==> src/rtl/wishbone_arbiter_2to1.sv <==
// Two-master to one-slave Wishbone round-robin arbiter. A grant is held for the
// whole bus cycle of the granted master; the slave port is muxed from the state register.
module wishbone_arbiter_2to1 #(
  parameter int addr_width   = 8,
  parameter int data_width   = 8,
  parameter int strobe_width = 8
) (
  input  logic                    clock,
  input  logic                    reset,
  input  logic [addr_width-1:0]   m0_adr,
  input  logic [data_width-1:0]   m0_datwr,
  output logic [data_width-1:0]   m0_datrd,
  input  logic                    m0_we,
  input  logic                    m0_stb,
  output logic                    m0_ack,
  input  logic                    m0_cyc,
  input  logic [strobe_width-1:0] m0_sel,
  input  logic [addr_width-1:0]   m1_adr,
  input  logic [data_width-1:0]   m1_datwr,
  output logic [data_width-1:0]   m1_datrd,
  input  logic                    m1_we,
  input  logic                    m1_stb,
  output logic                    m1_ack,
  input  logic                    m1_cyc,
  input  logic [strobe_width-1:0] m1_sel,
  output logic [addr_width-1:0]   s_adr,
  output logic [data_width-1:0]   s_datwr,
  input  logic [data_width-1:0]   s_datrd,
  output logic                    s_we,
  output logic                    s_stb,
  output logic                    s_cyc,
  input  logic                    s_ack,
  output logic [strobe_width-1:0] s_sel,
  output logic [1:0]              gnt
);

  typedef enum logic [1:0] {
    IDLE   = 2'd0,
    GRANT0 = 2'd1,
    GRANT1 = 2'd2
  } state_t;

  state_t state, state_next;
  // last = 0: m0 was granted most recently; last = 1: m1 was
  logic   last;

  always_ff @(posedge clock) begin
    if (reset) begin
      state <= IDLE;
      last  <= 1'b1;
    end else begin
      state <= state_next;
      if (state_next == GRANT0) last <= 1'b0;
      else if (state_next == GRANT1) last <= 1'b1;
    end
  end

  always_comb begin
    state_next = state;
    case (state)
      IDLE: begin
        if (m0_cyc && m1_cyc) state_next = last ? GRANT0 : GRANT1;
        else if (m0_cyc)      state_next = GRANT0;
        else if (m1_cyc)      state_next = GRANT1;
      end
      GRANT0: begin
        if (!m0_cyc) state_next = m1_cyc ? GRANT1 : IDLE;
      end
      GRANT1: begin
        if (!m1_cyc) state_next = m0_cyc ? GRANT0 : IDLE;
      end
      default: state_next = IDLE;
    endcase
  end

  // Slave port mux; an idle bus drives all-zero and swallows stray acks
  always_comb begin
    s_adr   = '0;
    s_datwr = '0;
    s_we    = 1'b0;
    s_stb   = 1'b0;
    s_cyc   = 1'b0;
    s_sel   = '0;
    m0_ack  = 1'b0;
    m1_ack  = 1'b0;
    gnt     = 2'b00;
    case (state)
      GRANT0: begin
        s_adr   = m0_adr;
        s_datwr = m0_datwr;
        s_we    = m0_we;
        s_stb   = m0_stb;
        s_cyc   = m0_cyc;
        s_sel   = m0_sel;
        m0_ack  = s_ack;
        gnt     = 2'b01;
      end
      GRANT1: begin
        s_adr   = m1_adr;
        s_datwr = m1_datwr;
        s_we    = m1_we;
        s_stb   = m1_stb;
        s_cyc   = m1_cyc;
        s_sel   = m1_sel;
        m1_ack  = s_ack;
        gnt     = 2'b10;
      end
      default: ;
    endcase
  end

  assign m0_datrd = s_datrd;
  assign m1_datrd = s_datrd;

endmodule

==> config.mk <==
export PLATFORM = sky130hd
export DESIGN_NAME = wishbone_arbiter_2to1
export DESIGN_NICKNAME = d
export VERILOG_FILES = /design/src/rtl/wishbone_arbiter_2to1.sv
export SDC_FILE = /design/constraint.sdc
export NUM_CORES = 1
export LEC_CHECK = 0
export CORE_MARGIN = 3
export CORE_UTILIZATION = 25
export CTS_BUF_LIST = sky130_fd_sc_hd__clkbuf_8
export DETAILED_ROUTE_END_ITERATION = 12
export HOLD_SLACK_MARGIN = 0.15
export PLACE_DENSITY = 0.83
export SYNTH_ARGS = -nofsm -noshare
export SYNTH_HDL_FRONTEND = slang
export SYNTH_SLANG_ARGS = --single-unit
export TNS_END_PERCENT = 20
==> constraint.sdc <==
create_clock -name clock -period 1.9 [get_ports clock]
set_input_delay 0.19 -clock clock [delete_from_list [all_inputs] [get_ports clock]]
set_output_delay 0.19 -clock clock [all_outputs]
set_load 0.1 [all_outputs]
==> metrics, run 1 <==
register area=67.6 um^2; area of the mapped netlist=803 um^2; initial antenna violation count=0; Largest delay share family, worst path=compound AO/OA/AOI/OAI gates; DP Wirelength=3070 um; die span in x=62.7 um; DRT Pass-1 Iters=4; Final setup viols=0; first-pass GRT wire length=6440 um; crit-path max FO=5; ANT cells=0; CP cell instances=inv_4, ha_4, a22o_4, o21a_1, o21bai_1, ha_1, mux2i_1, nand2b_1; Slew Limit Fails=0; P_leak=0.817 nW; final setup TNS=0 ns; Initial Utilization=27.7%; CTS Sinks=3; worst r2r path cells=8; status=completed; final worst slack=0.0143 ns; CP max stage cell=dfxtp_4; Worst Path Arrival=1.99 ns; RePlAce Congestion=0.808; Clock transition at path regs=0.03 ns; crit path kind=reg -> reg; sequential share of the synthesized area=7.48%; RSZ-0062 raised after global routing=yes; endpoint type of the worst setup path=flop; hold endpoint=m0_datrd[0]; total track usage=20.2%; Die Ht=62.7 um; Bufs and invs on worst path=1; Synthesis Warnings=0; Num CTS Buffers=3; Reg-to-Reg End=last; antenna viol nets, final=0; WHS Path Cells=0; Slew headroom=78.9%; DR WL/cell=18.0 um; CP Data Required Time=2.00 ns; pin count of the biggest net entering global routing=30; Root Buffer=clkbuf_8; FF-to-FF Start=state[0]; Clock Skew=0.00433 ns; grt ovf=0; Vias/cell=5.14; final cell count without fillers=222; pre-CTS WS=-0.0949 ns; CORE AREA=2900 um^2; syn_nets=179; Vias=1141; Worst-Skew Late Latency=0.22 ns; area of the multi-input gates=815 um^2; period utilization=99.2%; DRC Markers=0; CP startpoint kind=flop; worst slew pin tran=0.317 ns; TritonCTS clock tree=yes; CTS max path bufs=2; Layout area overhead=179%; vias in the first global route=1232; Final min period=1.89 ns; max-cap violation count=0; Crit path largest cell delay=0.39 ns; synth unique cells=22; final hold violation count=0; Cell Rows=19; Final #Nets=252; mean post-synth cell area=7.44 um^2; dpl cells=217; die area=3930 um^2; cts hold-fix bufs=0; # fillers=192; Yosys reg bits=3; fmax=530 MHz; PwrDens=849 nW/um^2; peak supply drop=868 uV; IO Pins=112; number of buffers added on ports=87; H-Tree Depth=1; WL final=3990 um; min-delay worst type=in -> out; 1st-iter DRT viols=70; layout cell share with drive strength beyond 1=42.8%; HP Start=s_datrd[0]; Reg2Reg Setup Slack=0.01 ns; Layout Utilization=77.1%; Synth Instances=108
==> state kept, by name (all words and copies together) (netlist names) <==
register / flops
state: 2
last: 1
==> through the flow <==
step | instance area [um^2] | hold slack [ns] | power, mW
floorplan | 1020 | 0.291 | 1.29
global placement | 2130 | 0.381 | 1.62
detailed placement | 2130 | 0.381 | 1.65
CTS | 2180 | 0.381 | 1.86
global route | 2240 | 0.380 | 1.98
finish | 2240 | 0.380 | 1.90
==> layer usage <==
metal | global-route usage [%] | vias to the layer above | wire length (um)
met5 | 0 | - | 0
li1 | - | 511 | -
met3 | 6.12 | 10 | 455
met4 | 3.58 | 0 | 31
met1 | 23.3 | 539 | 1530
met2 | 36.9 | 81 | 1980
==> how the worst max path moves through the flow <==
stage	startpoint	end	slack [ns]	depth (start not counted)
after floorplan	state[0]	s_datwr[0]	-0.02	4
after global placement	state[1]	last	0.06	8
after detailed placement	state[1]	last	-0.09	8
after CTS	state[1]	last	0.009	8
after global routing	state[0]	last	-0.08	8
final	state[0]	last	0.01	8
==> placed cells by master (no fill, tap or decap), drive strengths merged <==
cell type,n
a21boi,2
a21o,1
a21oi,1
a22o,1
a22oi,26
a32oi,1
and2,3
and2b,1
buf,36
clkbuf,3
clkdlybuf4s50,56
dfxtp,3
ha,6
inv,4
mux2i,1
nand2,1
nand2b,2
nor2,1
nor2b,26
o21a,2
o21ai,1
o21bai,2
==> final cells by class <==
cell class | count | area share, %
clock inverter | 1 | 0.168
inverter | 3 | 0.615
tap | 42 | 2.35
clock buffer | 3 | 1.85
sequential | 3 | 3.02
timing repair buffer | 92 | 55.6
multi-input combinational | 78 | 36.4
==> cell usage after synthesis, drive strengths merged <==
| cell type | n | share of area (%) |
|---|---|---|
| a22oi | 26 | 24 |
| nor2b | 26 | 20 |
| buf | 22 | 19 |
| ha | 6 | 9.3 |
| and2 | 3 | 2.3 |
| dfxtp | 3 | 7.5 |
| inv | 3 | 1.4 |
| a21boi | 2 | 1.9 |
| clkbuf | 2 | 0.93 |
| nand2b | 2 | 1.6 |
| o21a | 2 | 1.9 |
| o21bai | 2 | 1.9 |
| a21o | 1 | 0.93 |
| a21oi | 1 | 0.62 |
| a22o | 1 | 1.1 |
| a32oi | 1 | 1.1 |
| and2b | 1 | 0.93 |
| mux2i | 1 | 1.2 |
| nand2 | 1 | 0.47 |
| nor2 | 1 | 0.47 |
| o21ai | 1 | 0.62 |
==> where the power goes <==
part | total [mW] | internal [mW] | switching, mW
registers | 0.104 | 0.0807 | 0.0230
clock network | 0.183 | 0.138 | 0.0451
logic | 1.61 | 0.716 | 0.898
==> kinds of logic (layout without fill, tap and decap cells) <==
family | count (synthesis) | in the layout | share of synthesized area, %
multiplexers | 1 | 1 | 1.25
flip-flops | 3 | 3 | 7.48
AO/OA/AOI/OAI | 37 | 37 | 34.3
adder cells (fa/ha/maj) | 6 | 6 | 9.35
buffers and inverters | 27 | 99 | 21.7
AND/OR/NAND/NOR | 34 | 34 | 26.0
==> repair_timing <==
item / in CTS / in global routing
resized for setup: 5 / 10
buffers inserted: 0 / 1
pin swaps: 3 / 4
endpoints found under the setup margin: 19 / 1
No activity file was read; power rests on OpenSTA's default activity.
==> inputs of run 2 (changes only) <==
--- a/config.mk
+++ b/config.mk
@@ -5,12 +5,14 @@
 export SDC_FILE = /design/constraint.sdc
 export NUM_CORES = 1
 export LEC_CHECK = 0
+export CAP_MARGIN = 20
 export CORE_MARGIN = 3
-export CORE_UTILIZATION = 25
+export CORE_UTILIZATION = 45
 export CTS_BUF_LIST = sky130_fd_sc_hd__clkbuf_8
 export DETAILED_ROUTE_END_ITERATION = 12
+export DONT_BUFFER_PORTS = 1
 export HOLD_SLACK_MARGIN = 0.15
-export PLACE_DENSITY = 0.83
+export PLACE_DENSITY = 0.72
 export SYNTH_ARGS = -nofsm -noshare
 export SYNTH_HDL_FRONTEND = slang
 export SYNTH_SLANG_ARGS = --single-unit
==> metrics, run 2 <==
number of buffers added on ports=0 (-100%); RePlAce Congestion=0.677 (-16%); IO Pins=112 (unchanged); Post-synth ARST share=0% (unchanged); status=did not finish; Post-synth EDFFs=0 (unchanged); syn_nets=179 (unchanged); Top FF cell, synth=dfxtp_1; Exit stage=detailed placement (3_5_place_dp); sequential share of the synthesized area=7.48% (unchanged); Yosys reg bits=3 (unchanged); Synth Instances=108 (unchanged); die span in x=48.3 um (-23%); area of the mapped netlist=803 um^2 (unchanged); Yosys top cell area share=24.3% (unchanged); Die Ht=48.3 um (-23%); Cell Rows=14 (-5); Initial Utilization=50.4% (+23 points); Synthesis Warnings=0 (unchanged); Commonest cells post-synth=26 x a22oi_1, 26 x nor2b_1, 18 x buf_4; Halt Reason=Error: detail_place.tcl, 38 bad optional access; cell accounting for the most synthesized area=a22oi_1; Synth area leaders=a22oi_1 24%, nor2b_1 20%, buf_4 17%, ha_1 9.3%, dfxtp_1 7.5%; synth unique cells=22 (unchanged); mean post-synth cell area=7.44 um^2 (unchanged)
==> run 2: per-stage QoR <==
step / TNS [ns] / hold WS (ns) / instance area [um^2] / setup WS, ns / instances
2_1_floorplan: -0.186 / 0.291 / 1020 / -0.0203 / 108
3_3_place_gp: 0 / 0.293 / 1530 / 0.101 / 144
==> run 2: cells by family after synthesis <==
logic type / Yosys count / share of synthesized area [%]
mux: 1 / 1.25
fa+ha+maj: 6 / 9.35
buf+inv: 27 / 21.7
compound gates: 37 / 34.3
flops: 3 / 7.48
simple gates: 34 / 26.0
==> inputs of run 3 (changes only) <==
--- a/config.mk
+++ b/config.mk
@@ -6,13 +6,11 @@
 export NUM_CORES = 1
 export LEC_CHECK = 0
 export CAP_MARGIN = 20
-export CORE_MARGIN = 3
-export CORE_UTILIZATION = 45
-export CTS_BUF_LIST = sky130_fd_sc_hd__clkbuf_8
+export CORE_AREA = 3 3 64 66
 export DETAILED_ROUTE_END_ITERATION = 12
+export DIE_AREA = 0 0 67 69
 export DONT_BUFFER_PORTS = 1
-export HOLD_SLACK_MARGIN = 0.15
-export PLACE_DENSITY = 0.72
+export PLACE_DENSITY_LB_ADDON = 0.15
 export SYNTH_ARGS = -nofsm -noshare
 export SYNTH_HDL_FRONTEND = slang
 export SYNTH_SLANG_ARGS = --single-unit
==> metrics, run 3 (synthesized netlist as in run 1, its figures left out) <==
dpl cells=170; Final setup viols=0; first-pass GRT wire length=3930 um; Vias/cell=4.85; CP max stage cell=dfxtp_1; antenna viol nets, final=0; DRC Markers=0; DR WL/cell=14.9 um; commonest non-fill, non-tap cell in the layout=buf_12; P_sw=899 uW; GR peak layer=met2; Bufs and invs on worst path=1; clock power share=10.6%; min-delay worst type=in -> reg; crit path kind=reg -> reg; Final #Nets=198; final setup TNS=0 ns; Vias=844; Slew headroom=78.9%; period utilization=93.4%; CTS Sinks=3; share of power burned in registers=5.7%; worst hold margin=0.0870 ns; total track usage=10.8%; max FFs per register=2; sw frac=52.7%; DP Wirelength=2220 um; final worst slack=0.125 ns; DRT Pass-1 Iters=4; total power=1.71 mW; CTS max path bufs=2; initial antenna violation count=0; Num CTS Buffers=3; PwrDens=1050 nW/um^2; ANT cells=0; Worst Path Arrival=1.87 ns; crit-path max FO=4; CP Data Required Time=2.00 ns; Cell Rows=22 (+8); largest reg by FF count=state; endpoint type of the worst setup path=flop; H-Tree Depth=1; Slew Limit Fails=0; worst slew pin tran=0.316 ns; met3 Use GR=1.95%; # fillers=362; layout cell share with drive strength beyond 1=58.7%; P_leak=0.587 nW; WL final=2590 um; CP cell instances=buf_4, ha_4, a22o_1, o21a_1, o21bai_1, ha_1, mux2i_1, nand2b_1; Final min period=1.78 ns; setup bufs post-CTS=0; P_int=806 uW; Clock transition at path regs=0.03 ns; vias in the first global route=853; commonest cells after routing, fill and taps aside=30 x buf_12, 26 x a22oi_1, 26 x nor2b_4, 8 x buf_4, 4 x ha_1; Initial Utilization=22.1% (-28 points); Root Buffer=clkbuf_8; pin count of the biggest net entering global routing=23; status=completed; Layout area overhead=103%; Largest regs=state (2), last (1); Clock Skew=0.00367 ns; TritonCTS clock tree=yes; 1st-iter DRT viols=32; RePlAce Congestion=0.728 (+7.6%); Worst-Skew Late Latency=0.21 ns; die span in x=67 um (+39%); CORE AREA=3630 um^2; final cell count without fillers=174; CP startpoint kind=flop; number of buffers added on ports=0 (unchanged); die area=4620 um^2; post-route cell area=1630 um^2; Crit path largest cell delay=0.30 ns; pre-CTS WS=0.0126 ns; combinational share of power=83.8%; grt ovf=0; max-cap violation count=0; area of placed instances=1570 um^2; IO Pins=112 (unchanged); final hold violation count=0; Die Ht=69 um (+43%); met2 usage=19.7%; fmax=563 MHz; Largest delay share family, worst path=compound AO/OA/AOI/OAI gates; RSZ-0062 raised after global routing=no; Layout Utilization=44.9%; peak supply drop=550 uV; GR Util met1=11.6%
## run 3: path summary, 6_finish.rpt
kind            start  endpoint  slack, ns  depth (start not counted)
max          state[1]      last       0.12                          8
min             reset      last       0.09                          1
max reg2reg  state[1]      last       0.12                          8
min reg2reg      last      last       0.54                          2
## run 3: area by class of cell
type                            instances  area, um^2  share of cell area, %
Inverter                                3        11.3                  0.691
Sequential cell                         3        63.8                   3.91
Timing Repair Buffer                   38         661                   40.5
Clock buffer                            4        45.0                   2.76
Tap cell                               48        60.1                   3.68
Multi-Input combinational cell         78         790                   48.4
## run 3: power groups by stage
stage | Clock [mW] | Combinational [mW] | Sequential [mW]
after floorplan | 0 | 1.20 | 0.0913
after global placement | 0 | 1.42 | 0.0915
after detailed placement | 0 | 1.43 | 0.0937
after global routing | 0.195 | 1.49 | 0.0984
after CTS | 0.187 | 1.44 | 0.0925
final | 0.180 | 1.43 | 0.0965
## run 3: repair_timing
item	CTS	global route
hold buffers	0	0
gates resized for setup	0	4
endpoints found under the setup margin	0	26
## run 3: layer usage
metal / vias to the layer above / wire length [um]
li1: 404 / -
met1: 379 / 932
met2: 57 / 1340
met3: 4 / 294
met4: 0 / 22
met5: - / 0
## run 3: worst register-to-register path: stages (launching register included)
cell      delay, ns
dfxtp_1        0.30
buf_4          0.14
ha_4           0.16
a22o_1         0.24
o21a_1         0.21
o21bai_1       0.15
ha_1           0.25
mux2i_1        0.15
nand2b_1       0.06
